`src/rtl/fifo_sync_flags.sv`:
```
// fifo_sync_flags
// Synchronous single-clock FIFO with registered pointers. It provides full,
// empty and threshold flags, an entry count, and one-cycle overflow and
// underflow error pulses.
//
// Build option:
//   FIFO_SYNC_FWFT_EN  defined   -> first-word fall-through. o_rdata shows the
//                                   head entry whenever the FIFO is not empty.
//                      undefined -> o_rdata is a register. It loads the head
//                                   entry on the edge that accepts a read.
//
// Parameters:
//   DATA_WIDTH  entry width in bits
//   ADDR_WIDTH  log2 of the storage depth
//   AF_THRESH   o_almost_full  is set when fill >= AF_THRESH
//   AE_THRESH   o_almost_empty is set when fill <= AE_THRESH
//
// Ports:
//   i_clk           clock; all state changes on the rising edge
//   i_rstn          asynchronous active-low reset
//   i_wr / i_wdata  write request and write data
//   i_rd            read request (in FWFT mode: pop / acknowledge)
//   o_rdata         read data
//   o_full/o_empty  FIFO full / FIFO empty
//   o_almost_full   fill >= AF_THRESH
//   o_almost_empty  fill <= AE_THRESH
//   o_fill          number of stored entries, 0 .. 2**ADDR_WIDTH
//   o_overflow      pulses for one cycle after a rejected write
//   o_underflow     pulses for one cycle after a rejected read
module fifo_sync_flags #(
  parameter int DATA_WIDTH = 8,
  parameter int ADDR_WIDTH = 4,
  parameter int AF_THRESH  = 2**ADDR_WIDTH - 2,
  parameter int AE_THRESH  = 2
) (
  input  logic                  i_clk,
  input  logic                  i_rstn,
  input  logic                  i_wr,
  input  logic [DATA_WIDTH-1:0] i_wdata,
  input  logic                  i_rd,
  output logic [DATA_WIDTH-1:0] o_rdata,
  output logic                  o_full,
  output logic                  o_empty,
  output logic                  o_almost_full,
  output logic                  o_almost_empty,
  output logic [ADDR_WIDTH:0]   o_fill,
  output logic                  o_overflow,
  output logic                  o_underflow
);

  localparam int PTR_W = ADDR_WIDTH + 1;
  localparam logic [PTR_W-1:0] AF_LVL = PTR_W'(AF_THRESH);
  localparam logic [PTR_W-1:0] AE_LVL = PTR_W'(AE_THRESH);

  // The pointers carry one extra wrap bit. This lets the logic tell a full
  // FIFO from an empty one when the address bits are equal.
  logic [PTR_W-1:0]      wptr;
  logic [PTR_W-1:0]      rptr;
  logic [DATA_WIDTH-1:0] mem [2**ADDR_WIDTH];
  logic                  wr_ok;
  logic                  rd_ok;

  // All flags come only from the registered pointers. Because of this, a
  // request affects the flags one cycle later and never through a
  // combinational path.
  assign o_empty        = (wptr == rptr);
  assign o_full         = (wptr[ADDR_WIDTH] != rptr[ADDR_WIDTH]) &&
                          (wptr[ADDR_WIDTH-1:0] == rptr[ADDR_WIDTH-1:0]);
  assign o_fill         = wptr - rptr;
  assign o_almost_full  = (o_fill >= AF_LVL);
  assign o_almost_empty = (o_fill <= AE_LVL);

  // The full and empty states are taken before this edge. So when the FIFO
  // is full, a read in the same cycle does not free space for the write.
  // When it is empty, a write in the same cycle does not supply data for
  // the read.
  assign wr_ok = i_wr && !o_full;
  assign rd_ok = i_rd && !o_empty;

  always_ff @(posedge i_clk or negedge i_rstn) begin
    if (!i_rstn) begin
      wptr        <= '0;
      rptr        <= '0;
      o_overflow  <= 1'b0;
      o_underflow <= 1'b0;
    end else begin
      if (wr_ok) wptr <= wptr + 1'b1;
      if (rd_ok) rptr <= rptr + 1'b1;
      o_overflow  <= i_wr && o_full;
      o_underflow <= i_rd && o_empty;
    end
  end

  // The storage array has no reset. Reset only clears the pointers, so old
  // contents can no longer be reached after reset.
  always_ff @(posedge i_clk) begin
    if (wr_ok) mem[wptr[ADDR_WIDTH-1:0]] <= i_wdata;
  end

`ifdef FIFO_SYNC_FWFT_EN
  // The output is forced to zero while the FIFO is empty. This keeps stale
  // or unwritten entries from ever appearing on o_rdata.
  assign o_rdata = o_empty ? '0 : mem[rptr[ADDR_WIDTH-1:0]];
`else
  always_ff @(posedge i_clk or negedge i_rstn) begin
    if (!i_rstn)    o_rdata <= '0;
    else if (rd_ok) o_rdata <= mem[rptr[ADDR_WIDTH-1:0]];
  end
`endif

endmodule

```
`config.mk`:
```
export PLATFORM = sky130hd
export DESIGN_NAME = fifo_sync_flags
export DESIGN_NICKNAME = d
export VERILOG_FILES = /design/src/rtl/fifo_sync_flags.sv
export SDC_FILE = /design/constraint.sdc
export NUM_CORES = 1
export LEC_CHECK = 0
export BUFFER_PORTS_ARGS = -buffer_cell sky130_fd_sc_hd__buf_2
export CAP_MARGIN = 30
export CORE_MARGIN = 3
export CORE_UTILIZATION = 55
export CTS_BUF_LIST = sky130_fd_sc_hd__clkbuf_8 sky130_fd_sc_hd__clkbuf_16
export CTS_CLUSTER_DIAMETER = 120
export DETAILED_ROUTE_END_ITERATION = 10
export PLACE_DENSITY_LB_ADDON = 0.1
export SLEW_MARGIN = 5
export SYNTH_ARGS = -nofsm -noshare
export SYNTH_HDL_FRONTEND = slang
export SYNTH_SLANG_ARGS = --single-unit
```
`constraint.sdc`:
```
create_clock -name i_clk -period 3.8 [get_ports i_clk]
set_input_delay 0.76 -clock i_clk [delete_from_list [all_inputs] [get_ports i_clk]]
set_output_delay 0.76 -clock i_clk [all_outputs]
set_load 0.03 [all_outputs]
```
==> metrics.txt, run 1 <==
final setup vio count=0; worst endpoint data arrival time=2840 ps; CP Max Fanout=17; Final nets=441; overall power=5.96 mW; register area share after synthesis=0.720; 1st-pass router iterations=5; worst hold path type=input port to async pin; Lkg Pwr=2.53 nW; # resized after CTS=0; Clock Pin Slew Worst Setup and Hold Paths=60 ps; clk_skew=5.52 ps; Root Driver=clkbuf_8; Period minus WS final=3600 ps; post-route ant nets=0; gr usage total=0.208; grt total ovfl=0; Avg Cell Area, Syn=16.2 µm²; Worst VDD drop=1.31 mV; fmax=0.278 GHz; 1st-iter DRT viols=259; Rel. slew slack=0.461; GP Congestion=0.866; I/O Buffers=30; proportion of layout cells with a drive suffix above 1=0.218; #FFs+latches synth=148; worst slew pin tran=808 ps; synth warn=0; Cell Count Post-Placement=536; post-synthesis cell type count=39; final WL=11900 µm; CP required=3040 ps; CP Launch Type=register; Die Y=111 µm; H-tree levels=4; number of buffers created by CTS=17; DP HPWL=7470 µm; die footprint=12300 µm²; clock sink count=148; syn nets=394; clock tree buffer depth=2; Tcrit/Tclk final=0.947; IO Pins=31; outcome=complete, no violations; hold buffers post-CTS=0; antenna cell count=0; routed vias=3289; Remaining DRCs=0; Final Hold Fails=0; via/cell ratio=5.79; detailed-route wire length per cell=21.0 µm; largest net degree at the start of global routing=46; RSZ-0062 raised after global routing=false; Setup CP Type=register to output port; Layout area overhead=15.4%; commonest non-fill, non-tap cell in the layout=edfxtp_1; number of global-route vias before repair=3302; Slew Viols, Final=0; CTS tree=yes; initial antenna violation count=0; post-synthesis cell area=6030 µm²; post-CTS setup buffer count=0; Clk Latency, worst-skew pair=520 ps; Setup TNS=0 ps; Post-Synthesis Cells=372; CP endpoint kind=output port; initial core utilization=0.574; core footprint=10500 µm²; most frequent cells in the layout=edfxtp_1, mux2i_1, buf_2; final std cells w/o fill=568; Die W=111 µm; MaxCap Viol Count=0; FP Rows=37; first-pass GRT wire length=19000 µm; power density cells=856 nW/µm²
layer usage:
metal,track usage,part of all wire,vias to the layer above
met5,0,0,-
met4,0.0755,0.015,0
met3,0.0502,0.074,16
met2,0.308,0.47,116
met1,0.304,0.45,1617
li1,-,-,1540
report_power, final:
part	total, mW	internal, mW	switching, mW	leakage, nW
clock network	1.66	1.01	0.654	0.286
logic	2.12	0.786	1.33	0.852
registers	2.18	2.01	0.170	1.39
total	5.96	3.80	2.16	2.53
per-stage QoR:
| stage | worst slack (ps) | cell area (µm²) | hold WS [ps] | util |
|---|---|---|---|---|
| 2_1_floorplan | 471 | 6030 | 464 | - |
| 3_3_place_gp | 839 | 6370 | 519 | 0.606 |
| 3_5_place_dp | 772 | 6370 | 527 | 0.606 |
| 4_1_cts | 180 | 6960 | 190 | 0.663 |
| 5_1_grt | 11.8 | 6960 | 192 | 0.663 |
| 6_report | 202 | 6960 | 198 | 0.663 |
registers in the layout, indices dropped and copies added (netlist names):
name,flops
o_rdata,8
wptr,5
o_overflow,1
mem,128
o_underflow,1
rptr,5
cell usage after synthesis:
library cell / number / share of area
a21oi_2: 1 / 0.0015
xor2_1: 3 / 0.0044
mux2_2: 8 / 0.015
fa_1: 1 / 0.0033
nand2b_1: 3 / 0.0031
clkbuf_2: 1 / 0.00083
a21oi_1: 1 / 0.00083
or3_1: 9 / 0.0093
buf_2: 11 / 0.0091
and3_1: 1 / 0.0010
nor2b_1: 9 / 0.0093
o21a_1: 1 / 0.0012
mux4_1: 1 / 0.0044
edfxtp_1: 128 / 0.64
ha_1: 9 / 0.019
a21o_1: 2 / 0.0025
nand2_1: 9 / 0.0056
o21ai_0: 3 / 0.0025
nand3_1: 1 / 0.00083
or3b_2: 1 / 0.0015
xnor2_1: 9 / 0.013
dfrtp_1: 20 / 0.083
a41o_1: 1 / 0.0017
nor2_1: 29 / 0.018
a31oi_1: 8 / 0.0083
inv_1: 9 / 0.0056
and2_1: 1 / 0.0010
nand3b_1: 2 / 0.0025
a211oi_1: 9 / 0.011
nor3_1: 5 / 0.0041
buf_6: 1 / 0.0019
and4_1: 1 / 0.0015
nand4_1: 5 / 0.0052
o22ai_1: 24 / 0.025
buf_12: 1 / 0.0033
mux2i_1: 32 / 0.053
clkbuf_1: 4 / 0.0025
mux4_2: 7 / 0.026
a21boi_1: 1 / 0.0012
cell type report:
cell class	count	area, µm²
repair buffers	46	270
well taps	136	170
inverters	9	33.8
multi-input cells	197	1550
fillers	722	3540
clock buffers	17	414
flip-flops and latches	148	4350
clock inverters	15	181
cells by family (layout without fill, tap and decap cells):
group / after synthesis / after routing / share of synthesized area
buf+inv: 27 / 87 / 0.0232
xor+xnor: 12 / 12 / 0.0174
flops: 148 / 148 / 0.720
fa+ha+maj: 10 / 10 / 0.0220
simple gates: 76 / 76 / 0.0630
mux: 48 / 48 / 0.0985
compound gates: 51 / 51 / 0.0558
critical path, stage by stage, from the launching register on:
cell      delay [ps]
dfrtp_1          690
inv_1            190
ha_1             340
nor2b_1          140
o21a_1           170
or3_1            350
a211oi_1         220
buf_2            220
final timing paths:
kind	slack, ps	to	start	depth (start not counted)
worst min register to register	530	wptr[4]	wptr[4]	1
max in group asynchronous	3240	rptr[0]	i_rstn	1
worst min-delay path	200	wptr[1]	i_rstn	1
worst max-delay path	200	o_almost_empty	rptr[1]	7
worst max register to register	800	mem[7][7]	rptr[1]	6
min in group i_clk	490	o_underflow	i_rd	2
Note: power is estimated with default switching activity, not from simulation.
==> run 2, diff against run 1 <==
clock period = 4.2 ns   (was 3.8 ns; I/O delays follow)
==> metrics.txt, run 2 (synthesized netlist as in run 1, its figures left out) <==
worst hold path type=input port to async pin; via/cell ratio=5.93 (+2.4%); CP endpoint kind=output port; commonest non-fill, non-tap cell in the layout=edfxtp_1; worst endpoint data arrival time=2840 ps (about the same); Lkg Pwr=2.46 nW (-2.8%); cell family with most CP delay=flip-flops; Period minus WS final=3680 ps; power density cells=775 nW/µm² (-9.5%); gr usage total=0.213 (+0.00491); first-pass GRT wire length=19400 µm (+2.1%); die footprint=12300 µm² (unchanged); Worst VDD drop=1.03 mV (-21%); 1st-iter DRT viols=261 (+0.77%); FP Rows=37 (unchanged); # resized after CTS=0 (unchanged); max FFs per register=128 (unchanged); Setup CP Type=register to output port; CP required=3360 ps (+320 ps); Critical Path Slowest Stage Cell=dfrtp_1; I/O Buffers=30 (unchanged); number of global-route vias before repair=3332 (+0.91%); Tcrit/Tclk final=0.877; outcome=complete, no violations; Slew Viols, Final=0 (unchanged); Remaining DRCs=0 (unchanged); clock sink count=148 (unchanged); Die Y=111 µm (unchanged); Final Cell Area=6860 µm² (-1.5%); WHS=285 ps (+86.6 ps); Rel. slew slack=0.421 (-0.0400); Cell Count Post-Placement=527 (-1.7%); final setup vio count=0 (unchanged); initial antenna violation count=0 (unchanged); antenna cell count=0 (unchanged); Clock Pin Slew Worst Setup and Hold Paths=60 ps (about the same); post-CTS setup buffer count=0 (unchanged); Die W=111 µm (unchanged); detailed-route wire length per cell=21.9 µm (+4.3%); MaxCap Viol Count=0 (unchanged); clock tree buffer depth=2 (unchanged); Setup TNS=0 ps (unchanged); H-tree levels=4 (unchanged); post-route ant nets=0 (unchanged); DP Area=6300 µm² (-1.1%); DP HPWL=7780 µm (+4.2%); 1st-pass router iterations=5 (unchanged); worst slew pin tran=865 ps (+56.8 ps); fmax=0.272 GHz; worst path cell trace=inv_1, ha_1, nor2b_1, o21a_1, or3_1, a211oi_1, buf_2; most frequent cells in the layout=edfxtp_1, mux2i_1, buf_2; grt total ovfl=0 (unchanged); proportion of layout cells with a drive suffix above 1=0.196 (-0.0214); final WL=12200 µm (+2.6%); Setup WS pre-CTS=1060 ps (+286 ps); worst setup margin=517 ps (+316 ps); Layout area overhead=13.6%; Final Hold Fails=0 (unchanged); Final nets=432 (-2.0%); CTS tree=yes; CP Launch Type=register; number of buffers created by CTS=17 (unchanged); CP Max Fanout=17 (unchanged); clk_skew=8.80 ps (+3.28 ps); Clk Latency, worst-skew pair=520 ps (about the same); GP Congestion=0.848 (-2.0%); CP bufs+invs=2 (unchanged); hold buffers post-CTS=0 (unchanged); IO Pins=31 (unchanged); final std cells w/o fill=559 (-1.6%); routed vias=3313 (+0.73%); initial core utilization=0.574 (unchanged); Root Driver=clkbuf_8; core footprint=10500 µm² (unchanged); RSZ-0062 raised after global routing=false; Max stage delay on crit path=690 ps (about the same); Fillers=743 (+2.9%); largest net degree at the start of global routing=46 (unchanged)
-- run 2: cell count changes in the layout (fill, tap and decap cells not counted) --
cell / previous run / this run
buf_4: 16 / 7
bufinv_16: 3 / 2
clkinv_1: 2 / 3
clkinv_2: 1 / 2
clkinv_4: 4 / 2
clkinvlp_4: 2 / 4
inv_1: 9 / 10
inv_6: 2 / 1
inv_8: 1 / 0
-- run 2: worst paths after layout --
kind	startpoint	to	slack, ps	cells after the start
worst max-delay path	rptr[1]	o_almost_empty	520	7
worst max register to register	rptr[1]	mem[8][1]	1080	6
worst min-delay path	i_rstn	rptr[0]	280	1
min in group i_clk	rptr[4]	rptr[4]	520	1
worst min register to register	rptr[4]	rptr[4]	520	1
max in group asynchronous	i_rstn	rptr[0]	3550	1
-- run 2: area by class of cell --
type / count / area, µm² / share of cell area
multi-input combinational: 197 / 1550 / 0.226
tap: 136 / 170 / 0.0248
clock inverter: 15 / 141 / 0.0206
timing repair buffer: 37 / 203 / 0.0296
inverter: 9 / 33.8 / 0.00493
clock buffer: 17 / 414 / 0.0604
sequential: 148 / 4350 / 0.634
-- run 2: through the flow --
stage	total power, mW	utilization
floorplan	3.43	-
global placement	3.91	0.600
detailed placement	3.94	0.600
CTS	5.34	0.652
global route	5.58	0.652
finish	5.31	0.652
-- run 2: where the power goes --
group / switching, mW / total, mW / leakage, nW / internal [mW]
Sequential: 0.161 / 1.98 / 1.39 / 1.82
Combinational: 1.23 / 1.92 / 0.803 / 0.699
Clock: 0.569 / 1.40 / 0.264 / 0.836
-- run 2: layer usage --
metal,vias to the layer above,wire [µm],global-route usage,share of wire
li1,1512,-,-,-
met1,1644,5370,0.310,0.44
met2,134,5630,0.316,0.46
met3,23,975,0.0524,0.080
met4,0,273,0.0788,0.022
met5,-,0,0,0
==> run 3, diff against run 2 <==
CORE_MARGIN = 4   (was 3)
SETUP_SLACK_MARGIN = 0.5   (was unset)
==> metrics.txt, run 3 (synthesized netlist as in run 1, its figures left out) <==
H-tree levels=4 (unchanged); final WL=12100 µm (-1.4%); outcome=complete, no violations; RSZ-0062 raised after global routing=false; post-CTS setup buffer count=0 (unchanged); antenna cell count=0 (unchanged); Setup WS pre-CTS=1060 ps (+3.50 ps); core footprint=10500 µm² (unchanged); FP Rows=37 (unchanged); Lkg Pwr=2.48 nW (+0.87%); r2r setup slk=1290 ps (+210 ps); CP endpoint kind=output port; Layout area overhead=14.0%; cell family with most CP delay=adder cells; Setup CP Type=register to output port; launch point of the worst reg-to-reg path=rptr[3]; I/O Buffers=30 (unchanged); clock power share=0.269 (+0.004); worst reg2reg path endpoint=mem[5][3]; MaxCap Viol Count=0 (unchanged); die footprint=12700 µm² (+3.6%); clock tree buffer depth=2 (unchanged); combinational power share=0.360 (-0.002); first-pass GRT wire length=19100 µm (-1.8%); Remaining DRCs=0 (unchanged); critical path's most frequent cell=inv_1; Period minus WS final=3490 ps (-189 ps); Final Cell Area=6880 µm² (+0.35%); Cell Count Post-Placement=527 (unchanged); CP Launch Type=register; final std cells w/o fill=559 (unchanged); largest net degree at the start of global routing=46 (unchanged); grt total ovfl=0 (unchanged); Final Hold Fails=0 (unchanged); worst endpoint data arrival time=2650 ps (-190 ps); Final nets=432 (unchanged); worst hold path type=input port to async pin; initial core utilization=0.574 (unchanged); DP Area=6300 µm² (unchanged); number of buffers created by CTS=17 (unchanged); clk_skew=9.70 ps (+0.897 ps); number of global-route vias before repair=3300 (-0.96%); IO Pins=31 (unchanged); CP bufs+invs=3 (+1); Tcrit/Tclk final=0.832 (-0.0450); fmax=0.286 GHz (+5.4%); DP HPWL=7740 µm (-0.47%); 1st-iter DRT viols=317 (+21%); Root Driver=clkbuf_8; Net Sw Power=1.96 mW (+0.15%); CP required=3360 ps (about the same); Rel. slew slack=0.436 (+0.0147); sw frac=0.367 (-0.00126); initial antenna violation count=0 (unchanged); worst setup margin=707 ps (+189 ps); gr usage total=0.206 (-0.00739); Max stage delay on crit path=420 ps (-270 ps); 1st-pass router iterations=4 (-1); Clock Pin Slew Worst Setup and Hold Paths=60 ps (about the same); proportion of layout cells with a drive suffix above 1=0.208 (+0.0118); GP Congestion=0.807 (-4.9%); worst slew pin tran=843 ps (-21.9 ps); routed vias=3212 (-3.0%); max FFs per register=128 (unchanged); power density cells=776 nW/µm² (+0.15%); most frequent cells in the layout=edfxtp_1, mux2i_1, nor2_1, buf_2, o22ai_1; Die W=113 µm (+1.8%); worst path cell trace=inv_1, ha_1, inv_1, fa_1, a21o_1, a21oi_1, xnor2_1, a211oi_2, buf_4; detailed-route wire length per cell=21.6 µm (-1.4%); Setup TNS=0 ps (unchanged); clock sink count=148 (unchanged); via/cell ratio=5.75 (-3.0%); Clk Latency, worst-skew pair=530 ps (about the same); Slew Viols, Final=0 (unchanged); final setup vio count=0 (unchanged); CP Max Fanout=4 (-13); commonest non-fill, non-tap cell in the layout=edfxtp_1; Die Y=113 µm (+1.8%); Int Power=3.38 mW (+0.70%); Worst R2R Path Depth=6 (unchanged); Worst VDD drop=1.01 mV (-2.5%); post-route ant nets=0 (unchanged); Critical Path Slowest Stage Cell=dfrtp_1; CTS tree=yes; sequential power share=0.371 (-0.002)
-- run 3: changes by cell type in the layout (fill, tap and decap cells not counted), sizes merged --
cell | previous run | this run
clkinvlp | 4 | 0
inv | 11 | 12
clkinv | 7 | 10
-- run 3: routing by layer --
layer	vias up	routed length, µm	global-route usage
met1	1571	5380	0.292
li1	1520	-	-
met3	19	713	0.0439
met4	0	233	0.0833
met5	-	0	0
met2	102	5750	0.314
-- run 3: power by group through the flow --
stage / combinational, mW / sequential, mW / clock, mW
4_1_cts: 1.92 / 1.98 / 1.47
2_1_floorplan: 1.42 / 2.01 / 0
6_report: 1.92 / 1.98 / 1.44
3_5_place_dp: 1.91 / 2.01 / 0
3_3_place_gp: 1.88 / 2.00 / 0
5_1_grt: 2.09 / 2.01 / 1.54
-- run 3: worst max-delay path by stage --
stage	from	end	slack (ps)	depth (start not counted)
floorplan	rptr[1]	o_almost_empty	790	7
global placement	rptr[1]	o_almost_empty	1180	7
detailed placement	rptr[1]	o_almost_empty	1060	7
CTS	wptr[0]	o_almost_empty	630	9
global route	wptr[0]	o_almost_empty	510	9
finish	wptr[0]	o_almost_empty	710	9
-- run 3: repair_timing --
| action | CTS | global route |
|---|---|---|
| gates resized for setup | 1 | 2 |
| cloned | 0 | 0 |
| setup endpoints to repair | 1 | 1 |
| hold buffers | 0 | 0 |
-- run 3: cell type report --
type	count	area [µm²]
sequential	148	4350
clock inverter	15	156
inverter	9	33.8
timing repair buffer	37	205
fill	738	3630
clock buffer	17	414
multi-input combinational	197	1550
tap	136	170
-- run 3: through the flow --
stage | total power, mW | hold slack [ps] | util
2_1_floorplan | 3.43 | 501 | -
3_3_place_gp | 3.88 | 520 | 0.600
3_5_place_dp | 3.92 | 525 | 0.600
4_1_cts | 5.36 | 260 | 0.654
5_1_grt | 5.64 | 304 | 0.655
6_report | 5.34 | 282 | 0.655
